<file path="src/rtl/scsp_eg_multi_pkg.sv">
// Shared types and rate helpers for the time-multiplexed SCSP envelope generator.
// Optional monitor readback port is enabled by defining SCSP_EG_MON_EN.
package scsp_eg_multi_pkg;

  localparam int unsigned EG_RATE_W    = 6;
  localparam int unsigned EG_INC_W     = 6;
  localparam int unsigned EG_CNT_LO_W  = 12;
  localparam int unsigned EG_ATT_W_MAX = 16;

  typedef enum logic [1:0] {
    EG_ATTACK  = 2'd0,
    EG_DECAY1  = 2'd1,
    EG_DECAY2  = 2'd2,
    EG_RELEASE = 2'd3
  } EGState_t;

  typedef struct packed {
    logic [EG_ATT_W_MAX-1:0] att;
    EGState_t                st;
  } EGSlotState_t;

  typedef struct packed {
    logic                 step;
    logic [EG_INC_W-1:0]  inc;
  } eg_step_t;

  // Per-update slot parameters captured by stage 1.
  typedef struct packed {
    logic       kon;
    logic       koff;
    logic [4:0] ar;
    logic [4:0] d1r;
    logic [4:0] d2r;
    logic [4:0] rr;
    logic [4:0] dl;
    logic [3:0] krs;
    logic [3:0] oct;
    logic       fns9;
    logic       eghold;
    logic       lpslnk;
    logic       loop_hit;
  } eg_req_t;

  function automatic logic [EG_RATE_W-1:0] EGRateCalc(
    input logic [4:0] rsel,
    input logic [3:0] krs,
    input logic [3:0] oct,
    input logic       fns9
  );
    logic signed [7:0] r;
    if (rsel == 5'd0)
      r = 8'sd0;
    else if (krs == 4'hF)
      r = $signed({2'b00, rsel, 1'b0});
    else
      r = $signed({4'b0000, krs}) + $signed({7'b0000000, fns9}) +
          $signed({2'b00, rsel, 1'b0}) + $signed({4'b0000, oct ^ 4'h8}) - 8'sd8;
    if (r < 8'sd0)
      return '0;
    else if (r > 8'sd60)
      return EG_RATE_W'(60);
    else
      return r[EG_RATE_W-1:0];
  endfunction

  function automatic eg_step_t EGStep(
    input logic [EG_RATE_W-1:0]   r,
    input logic [EG_CNT_LO_W-1:0] cnt
  );
    eg_step_t                res;
    logic [3:0]              h;
    logic [3:0]              s;
    logic [EG_CNT_LO_W-1:0]  mask;
    logic [EG_INC_W-1:0]     base;
    h        = r[5:2];
    s        = (h >= 4'd12) ? 4'd0 : 4'd12 - h;
    mask     = EG_CNT_LO_W'((13'd1 << s) - 13'd1);
    base     = EG_INC_W'(4) + EG_INC_W'(r[1:0]);
    res.step = (r != '0) && ((cnt & mask) == '0);
    res.inc  = (h >= 4'd12) ? EG_INC_W'(base << (h - 4'd12)) : EG_INC_W'(1);
    return res;
  endfunction

endpackage

</file>
<file path="src/rtl/scsp_eg_multi_state_ram.sv">
// Per-slot {ST, ATT} storage with write-through synchronous read.
// Second (monitor) read port exists only when SCSP_EG_MON_EN is defined.
module scsp_eg_state_ram #(
  parameter int unsigned   DEPTH   = 32,
  parameter int unsigned   DW      = 12,
  parameter logic [DW-1:0] RST_VAL = '1
) (
  input  logic                     clk,
  input  logic                     rst_n,
  input  logic                     i_re,
  input  logic [$clog2(DEPTH)-1:0] i_raddr,
  output logic [DW-1:0]            o_rdata,
  input  logic                     i_we,
  input  logic [$clog2(DEPTH)-1:0] i_waddr,
  input  logic [DW-1:0]            i_wdata
`ifdef SCSP_EG_MON_EN
  ,
  input  logic [$clog2(DEPTH)-1:0] i_mon_addr,
  output logic [DW-1:0]            o_mon_rdata
`endif
);

  logic [DW-1:0] r_mem [DEPTH];
  logic [DW-1:0] r_rdata;

  always_ff @(posedge clk or negedge rst_n) begin
    if (!rst_n) begin
      for (int i = 0; i < int'(DEPTH); i++) r_mem[i] <= RST_VAL;
    end else if (i_we) begin
      r_mem[i_waddr] <= i_wdata;
    end
  end

  // A same-cycle write to the read slot is forwarded so back-to-back updates chain.
  always_ff @(posedge clk or negedge rst_n) begin
    if (!rst_n)
      r_rdata <= RST_VAL;
    else if (i_re)
      r_rdata <= (i_we && (i_waddr == i_raddr)) ? i_wdata : r_mem[i_raddr];
  end

  assign o_rdata = r_rdata;

`ifdef SCSP_EG_MON_EN
  logic [DW-1:0] r_mon_rdata;

  always_ff @(posedge clk or negedge rst_n) begin
    if (!rst_n)
      r_mon_rdata <= RST_VAL;
    else if (i_re)
      r_mon_rdata <= (i_we && (i_waddr == i_mon_addr)) ? i_wdata : r_mem[i_mon_addr];
  end

  assign o_mon_rdata = r_mon_rdata;
`endif

endmodule

</file>
<file path="src/rtl/scsp_eg_multi.sv">
// Time-multiplexed ADSR envelope generator: one slot read-modify-write per valid strobe.
// Define SCSP_EG_MON_EN to add the MON_SLOT/MON_ATT/MON_ST readback port.
module scsp_eg_multi
  import scsp_eg_multi_pkg::*;
#(
  parameter int unsigned NUM_SLOTS = 32,
  parameter int unsigned ATT_W     = 10,
  parameter int unsigned CNT_W     = 12
) (
  input  logic                         clk,
  input  logic                         rst_n,
  input  logic                         i_ce,
  input  logic                         i_sample_stb,
  input  logic                         i_valid,
  input  logic [$clog2(NUM_SLOTS)-1:0] i_slot,
  input  logic                         i_kon,
  input  logic                         i_koff,
  input  logic [4:0]                   i_ar,
  input  logic [4:0]                   i_d1r,
  input  logic [4:0]                   i_d2r,
  input  logic [4:0]                   i_rr,
  input  logic [4:0]                   i_dl,
  input  logic [3:0]                   i_krs,
  input  logic [3:0]                   i_oct,
  input  logic                         i_fns9,
  input  logic                         i_eghold,
  input  logic                         i_lpslnk,
  input  logic                         i_loop_hit,
  output logic                         o_valid,
  output logic [$clog2(NUM_SLOTS)-1:0] o_slot,
  output logic [ATT_W-1:0]             o_att,
  output EGState_t                     o_st,
  output logic                         o_idle
`ifdef SCSP_EG_MON_EN
  ,
  input  logic [$clog2(NUM_SLOTS)-1:0] i_mon_slot,
  output logic [4:0]                   o_mon_att,
  output EGState_t                     o_mon_st
`endif
);

  localparam int unsigned SLOT_W = $clog2(NUM_SLOTS);
  localparam int unsigned DW     = ATT_W + 2;
  localparam int unsigned PROD_W = ATT_W + 6;
  localparam int unsigned SUM_W  = ATT_W + 1;
  localparam logic [ATT_W-1:0] ATT_MAX = '1;

  logic [CNT_W-1:0]  r_cnt;
  logic              r_s1_valid;
  logic [SLOT_W-1:0] r_s1_slot;
  eg_req_t           r_s1_req;
  logic [CNT_W-1:0]  r_s1_cnt;
  eg_req_t           w_req;
  logic [DW-1:0]     w_rd_data;

  logic              r_out_valid;
  logic [SLOT_W-1:0] r_out_slot;
  logic [ATT_W-1:0]  r_out_att;
  EGState_t          r_out_st;
  logic              r_out_idle;

  logic [ATT_W-1:0]     w_att;
  EGState_t             w_st;
  logic [4:0]           w_rsel;
  logic [EG_RATE_W-1:0] w_rate;
  eg_step_t             w_step;
  logic [PROD_W-1:0]    w_prod;
  logic [SUM_W-1:0]     w_sum;
  logic                 w_we;

  assign w_req = '{kon: i_kon, koff: i_koff, ar: i_ar, d1r: i_d1r, d2r: i_d2r, rr: i_rr,
                   dl: i_dl, krs: i_krs, oct: i_oct, fns9: i_fns9, eghold: i_eghold,
                   lpslnk: i_lpslnk, loop_hit: i_loop_hit};

  always_ff @(posedge clk or negedge rst_n) begin
    if (!rst_n)
      r_cnt <= '0;
    else if (i_ce && i_sample_stb)
      r_cnt <= r_cnt + CNT_W'(1);
  end

  // Stage 1: capture request and the counter value it is gated against.
  always_ff @(posedge clk or negedge rst_n) begin
    if (!rst_n) begin
      r_s1_valid <= 1'b0;
      r_s1_slot  <= '0;
      r_s1_req   <= '0;
      r_s1_cnt   <= '0;
    end else if (i_ce) begin
      r_s1_valid <= i_valid;
      r_s1_slot  <= i_slot;
      r_s1_req   <= w_req;
      r_s1_cnt   <= r_cnt;
    end
  end

  assign w_we = i_ce && r_s1_valid;

  scsp_eg_state_ram #(
    .DEPTH   (NUM_SLOTS),
    .DW      (DW),
    .RST_VAL ({EG_RELEASE, {ATT_W{1'b1}}})
  ) u_state_ram (
    .clk         (clk),
    .rst_n       (rst_n),
    .i_re        (i_ce),
    .i_raddr     (i_slot),
    .o_rdata     (w_rd_data),
    .i_we        (w_we),
    .i_waddr     (r_s1_slot),
    .i_wdata     ({w_st, w_att})
`ifdef SCSP_EG_MON_EN
    ,
    .i_mon_addr  (i_mon_slot),
    .o_mon_rdata (w_mon_rdata)
`endif
  );

`ifdef SCSP_EG_MON_EN
  logic [DW-1:0] w_mon_rdata;
  assign o_mon_att = w_mon_rdata[ATT_W-1 -: 5];
  assign o_mon_st  = EGState_t'(w_mon_rdata[DW-1:ATT_W]);
`endif

  // Stage 2: key events, rate gating and per-state attenuation update.
  always_comb begin
    w_att  = w_rd_data[ATT_W-1:0];
    w_st   = EGState_t'(w_rd_data[DW-1:ATT_W]);
    w_rsel = 5'd0;
    w_rate = '0;
    w_step = '0;
    w_prod = '0;
    w_sum  = '0;
    if (r_s1_req.koff) begin
      w_st = EG_RELEASE;
    end else begin
      if (r_s1_req.kon) begin
        w_st = EG_ATTACK;
        if (r_s1_req.eghold) w_att = '0;
      end
      case (w_st)
        EG_ATTACK: w_rsel = r_s1_req.ar;
        EG_DECAY1: w_rsel = r_s1_req.d1r;
        EG_DECAY2: w_rsel = r_s1_req.d2r;
        default:   w_rsel = r_s1_req.rr;
      endcase
      w_rate = EGRateCalc(w_rsel, r_s1_req.krs, r_s1_req.oct, r_s1_req.fns9);
      w_step = EGStep(w_rate, EG_CNT_LO_W'(r_s1_cnt));
      if (w_st == EG_ATTACK) begin
        w_prod = (PROD_W'(w_att >> 4) + PROD_W'(1)) * PROD_W'(w_step.inc);
        if (w_step.step)
          w_att = (w_prod >= PROD_W'(w_att)) ? '0 : ATT_W'(PROD_W'(w_att) - w_prod);
        // Loop-linked slots hold in attack until the phase generator reaches LSA.
        if (r_s1_req.lpslnk ? r_s1_req.loop_hit : (w_att == '0))
          w_st = EG_DECAY1;
      end else begin
        w_sum = SUM_W'(w_att) + SUM_W'(w_step.inc);
        if (w_step.step)
          w_att = w_sum[ATT_W] ? ATT_MAX : w_sum[ATT_W-1:0];
        if ((w_st == EG_DECAY1) && (w_att[ATT_W-1 -: 5] >= r_s1_req.dl))
          w_st = EG_DECAY2;
      end
    end
  end

  always_ff @(posedge clk or negedge rst_n) begin
    if (!rst_n) begin
      r_out_valid <= 1'b0;
      r_out_slot  <= '0;
      r_out_att   <= ATT_MAX;
      r_out_st    <= EG_RELEASE;
      r_out_idle  <= 1'b1;
    end else if (i_ce) begin
      r_out_valid <= r_s1_valid;
      if (r_s1_valid) begin
        r_out_slot <= r_s1_slot;
        r_out_att  <= w_att;
        r_out_st   <= w_st;
        r_out_idle <= (w_st == EG_RELEASE) && (w_att == ATT_MAX);
      end
    end
  end

  assign o_valid = r_out_valid;
  assign o_slot  = r_out_slot;
  assign o_att   = r_out_att;
  assign o_st    = r_out_st;
  assign o_idle  = r_out_idle;

endmodule

</file>
<file path="config.mk">
export PLATFORM = sky130hd
export DESIGN_NAME = scsp_eg_multi
export DESIGN_NICKNAME = d
export VERILOG_FILES = /design/src/rtl/scsp_eg_multi_pkg.sv /design/src/rtl/scsp_eg_multi_state_ram.sv /design/src/rtl/scsp_eg_multi.sv
export SDC_FILE = /design/constraint.sdc
export NUM_CORES = 1
export LEC_CHECK = 0
export BUFFER_PORTS_ARGS = -buffer_cell sky130_fd_sc_hd__clkbuf_2
export CAP_MARGIN = 20
export CORE_UTILIZATION = 45
export CTS_CLUSTER_DIAMETER = 30
export CTS_CLUSTER_SIZE = 24
export DETAILED_ROUTE_END_ITERATION = 10
export GPL_TIMING_DRIVEN = 1
export PLACE_DENSITY_LB_ADDON = 0.05
export SYNTH_ARGS = -nofsm -noshare
export SYNTH_HDL_FRONTEND = slang
export SYNTH_SLANG_ARGS = --single-unit
</file>
<file path="constraint.sdc">
create_clock -name clk -period 18.6 [get_ports clk]
set_clock_uncertainty 0.1 [all_clocks]
set_input_delay 3.72 -clock clk [delete_from_list [all_inputs] [get_ports clk]]
set_output_delay 3.72 -clock clk [all_outputs]
set_load 0.03 [all_outputs]
</file>
==> impl_results.md <==
* Die Height at 240 µm
* Final min period at 11.90 ns
* Min setup slack post-route at 6.70 ns
* Layout cells sized above 1 at 37.6%
* Clk slew on worst S/H paths at 0.04 ns
* Post-layout nets at 2596
* TritonCTS clock tree: yes
* FILL cells at 4997
* Top post-synthesis cells by area: dfstp_2 42%, mux4_2 11%, o21ai_0 7.9%
* WL final at 69100 µm
* Sequential share of the synthesized area at 49.3%
* PortBufs at 67
* Req. time, crit path at 19.07 ns
* CP Launch Type: flip-flop
* Placed insts at 3084
* Max-slew headroom at 32.4%
* Ports at 68
* DRC at 0
* Final hold viol count at 0
* Iter 0 DRT Violations at 1042
* Synthesized flop and latch total at 484
* P_leak at 12.3 nW
* Bufs and invs on worst path at 7
* Endpoint class of the critical path: flip-flop
* Worst slack at placement at 6.58 ns
* Non-filler cells, final at 3310
* Yosys top cell by area: dfstp_2
* Initial antenna violation count at 0
* Status: finished, final reports clean
* Post-synth EDFFs at 0
* Htree depth at 3
* Inserted Clock Buffers at 118
* GRT Overall Usage at 24.9%
* Maximum number of pins on one net before global-route repair at 99
* FP Rows at 87
* Syn nets at 2550
* RSZ-0062 raised after global routing: no
* Synth Area per Inst at 10.6 µm²
* Post-Syn Area at 0.0256 mm²
* Hold Path Class: reg2reg
* Register area at 0.0126 mm²
* ANT cells at 0
* Die area at 0.0578 mm²
* Top-area cell type share of the netlist area at 42.0%
* Synth Warn # at 0
* Pins Over Slew Limit at 0
* Drt wl/cell at 20.9 µm
* Max rail drop VDD at 0.000123 V
* F_max at 84.1 MHz
* Post-route core utilization at 55.0%
* Clk root buf: clkbuf_16
* Setup Crit Path Kind: reg2reg
* Cts-stage hold buffer count at 0
* Number of global-route vias before repair at 18500
* Clock buffer depth at 3
* Average vias per placed instance at 5.46
* First-pass GRT wire length at 109000 µm
* Worst-margin pin slew at 1.01 ns
* Setup_tns at 0 ns
* Vias at 18100
* Final setup viols at 0
* Worst-Skew Late Latency at 0.66 ns
* Post-synth top flop: dfstp_2
* Die width at 240 µm
* Pwr per Cell Area at 173 mW/mm²
* Initial Util at 45.5%
* Post-synthesis cell count at 2404
* Critical Path Max Stage Delay at 0.77 ns
* Top delay family on crit path: compound AO/OA/AOI/OAI gates
* Initial DRT Pass Iterations at 5
* Slowest cell on crit path: nor3_1
* Max Fanout on Critical Path at 35
* Final worst path period share at 64.0%
* Global placement routability congestion at 0.899
* Grt total ovfl at 0
* Core region area at 0.0563 mm²
* FFs w/ async S/R, synth at 100%
* Worst Path Arrival at 12.36 ns
* # Max-Cap Violations at 0
* Final HPWL DP at 45300 µm
* Clock sink total at 484
* P&R area growth vs syn at 20.8%
* # Post-CTS Setup Buffers at 0
* Post_cts resized at 0
* ANT nets after route at 0
* Area of the multi-input gates at 0.0121 mm²
* Distinct cells, synth at 84
through the flow:
| step | instance area [µm²] | total power [mW] | hold slack, ns |
|---|---|---|---|
| floorplan | 25600 | 2.63 | 0.336 |
| global route | 30900 | 5.66 | 0.382 |
| CTS | 30900 | 5.38 | 0.363 |
| detailed placement | 26500 | 3.14 | 0.357 |
| finish | 30900 | 5.36 | 0.363 |
| global placement | 26500 | 3.11 | 0.352 |
synthesized netlist by cell type (all sizes together) (6+ instances only):
cell type	count
mux2i	12
nor2	70
a221oi	6
mux4	120
a21o	18
xor2	20
dfstp	409
nand4	7
o21ai	440
nor4	10
xnor2	24
and2	22
buf	19
nand2	535
a21oi	42
nor2b	7
nor3	17
nand3	21
inv	79
mux2	73
o21a	6
dfrtp	75
a31oi	10
ha	69
or4	7
nand2b	18
and3	9
clkbuf	150
fa	28
sequential cells by signal, summed over array words and instances (netlist names):
register             count
r_s1_cnt                12
o_st                     2
r_s1_slot                5
o_valid                  1
o_slot                   5
r_cnt                   12
r_s1_req                39
r_s1_valid               1
u_state_ram.r_mem      384
o_idle                   1
o_att                   10
u_state_ram.o_rdata     12
power breakdown:
group	switching, mW	leakage, nW	internal [mW]
logic	1.11	5.00	0.627
clock network	0.635	2.12	1.56
registers	0.107	5.15	1.32
total	1.85	12.3	3.51
area by class of cell:
class,instances,area share [%]
clock inverters,53,2.70
inverters,80,0.971
clock buffers,171,11.4
multi-input cells,1671,39.0
flip-flops and latches,484,40.8
repair buffers,95,2.03
well taps,756,3.06
layout by cell type (no fill, tap or decap), types with 5 or more instances in the layout:
master      instances
nor4_1             10
o21a_1              6
buf_4              27
clkinv_2           19
o21ai_1             6
nand4_1             6
a31oi_1            10
or4_1               7
xnor2_1            24
nor2b_1             7
nand2_1           535
clkbuf_8           31
or3_1               5
and2_1             21
dfstp_2           409
nand2b_1           17
clkbuf_1           19
clkbuf_2           63
mux2_2             71
dfrtp_1            75
a21oi_1            41
mux4_2            120
o21ai_2            29
o31ai_1             5
o22ai_1             5
ha_1               69
fa_1               28
clkinvlp_4         11
bufinv_16          19
inv_1              77
nand3_1            21
nor3_1             16
mux2i_1            11
xor2_1             20
o21ai_0           405
and3_1              8
a21o_1             18
clkbuf_16         121
nor2_1             68
worst register-to-register path: cells and delay by family, from the launching register on:
| kind | cells | cell delay, ns |
|---|---|---|
| muxes | 1 | 0.15 |
| DFF | 1 | 0.69 |
| adders and majority gates | 9 | 3.32 |
| and+or+nand+nor | 10 | 2.48 |
| AOI/OAI and AO/OA | 15 | 3.58 |
| buffers and inverters | 7 | 1.13 |
| xor gates and xnor gates | 1 | 0.39 |
layer usage:
metal | global-route usage, % | wire length [µm] | vias to the layer above
met2 | 39.2 | 32100 | 441
met5 | 0 | 0 | -
met1 | 34.3 | 31500 | 8977
li1 | - | - | 8529
met4 | 9.90 | 2330 | 0
met3 | 3.98 | 3150 | 134
cells by family after synthesis:
group	synth area share [%]
simple gates	12.4
compound gates	13.2
flops	49.3
buf+inv	3.84
mux	14.3
fa+ha+maj	5.56
xor+xnor	1.51
final timing paths:
check	startpoint	slack [ns]	end	depth (start not counted)
hold / removal	u_state_ram.r_mem[19]	0.36	u_state_ram.r_mem[19]	2
hold reg to reg	u_state_ram.r_mem[19]	0.36	u_state_ram.r_mem[19]	2
setup / recovery	u_state_ram.o_rdata[11]	6.70	o_idle	43
min in group asynchronous	rst_n	3.01	r_cnt[5]	1
setup reg to reg	u_state_ram.o_rdata[11]	6.70	o_idle	43
max in group asynchronous	rst_n	11.60	u_state_ram.r_mem[353]	5
No activity file was read; power rests on OpenSTA's default activity.
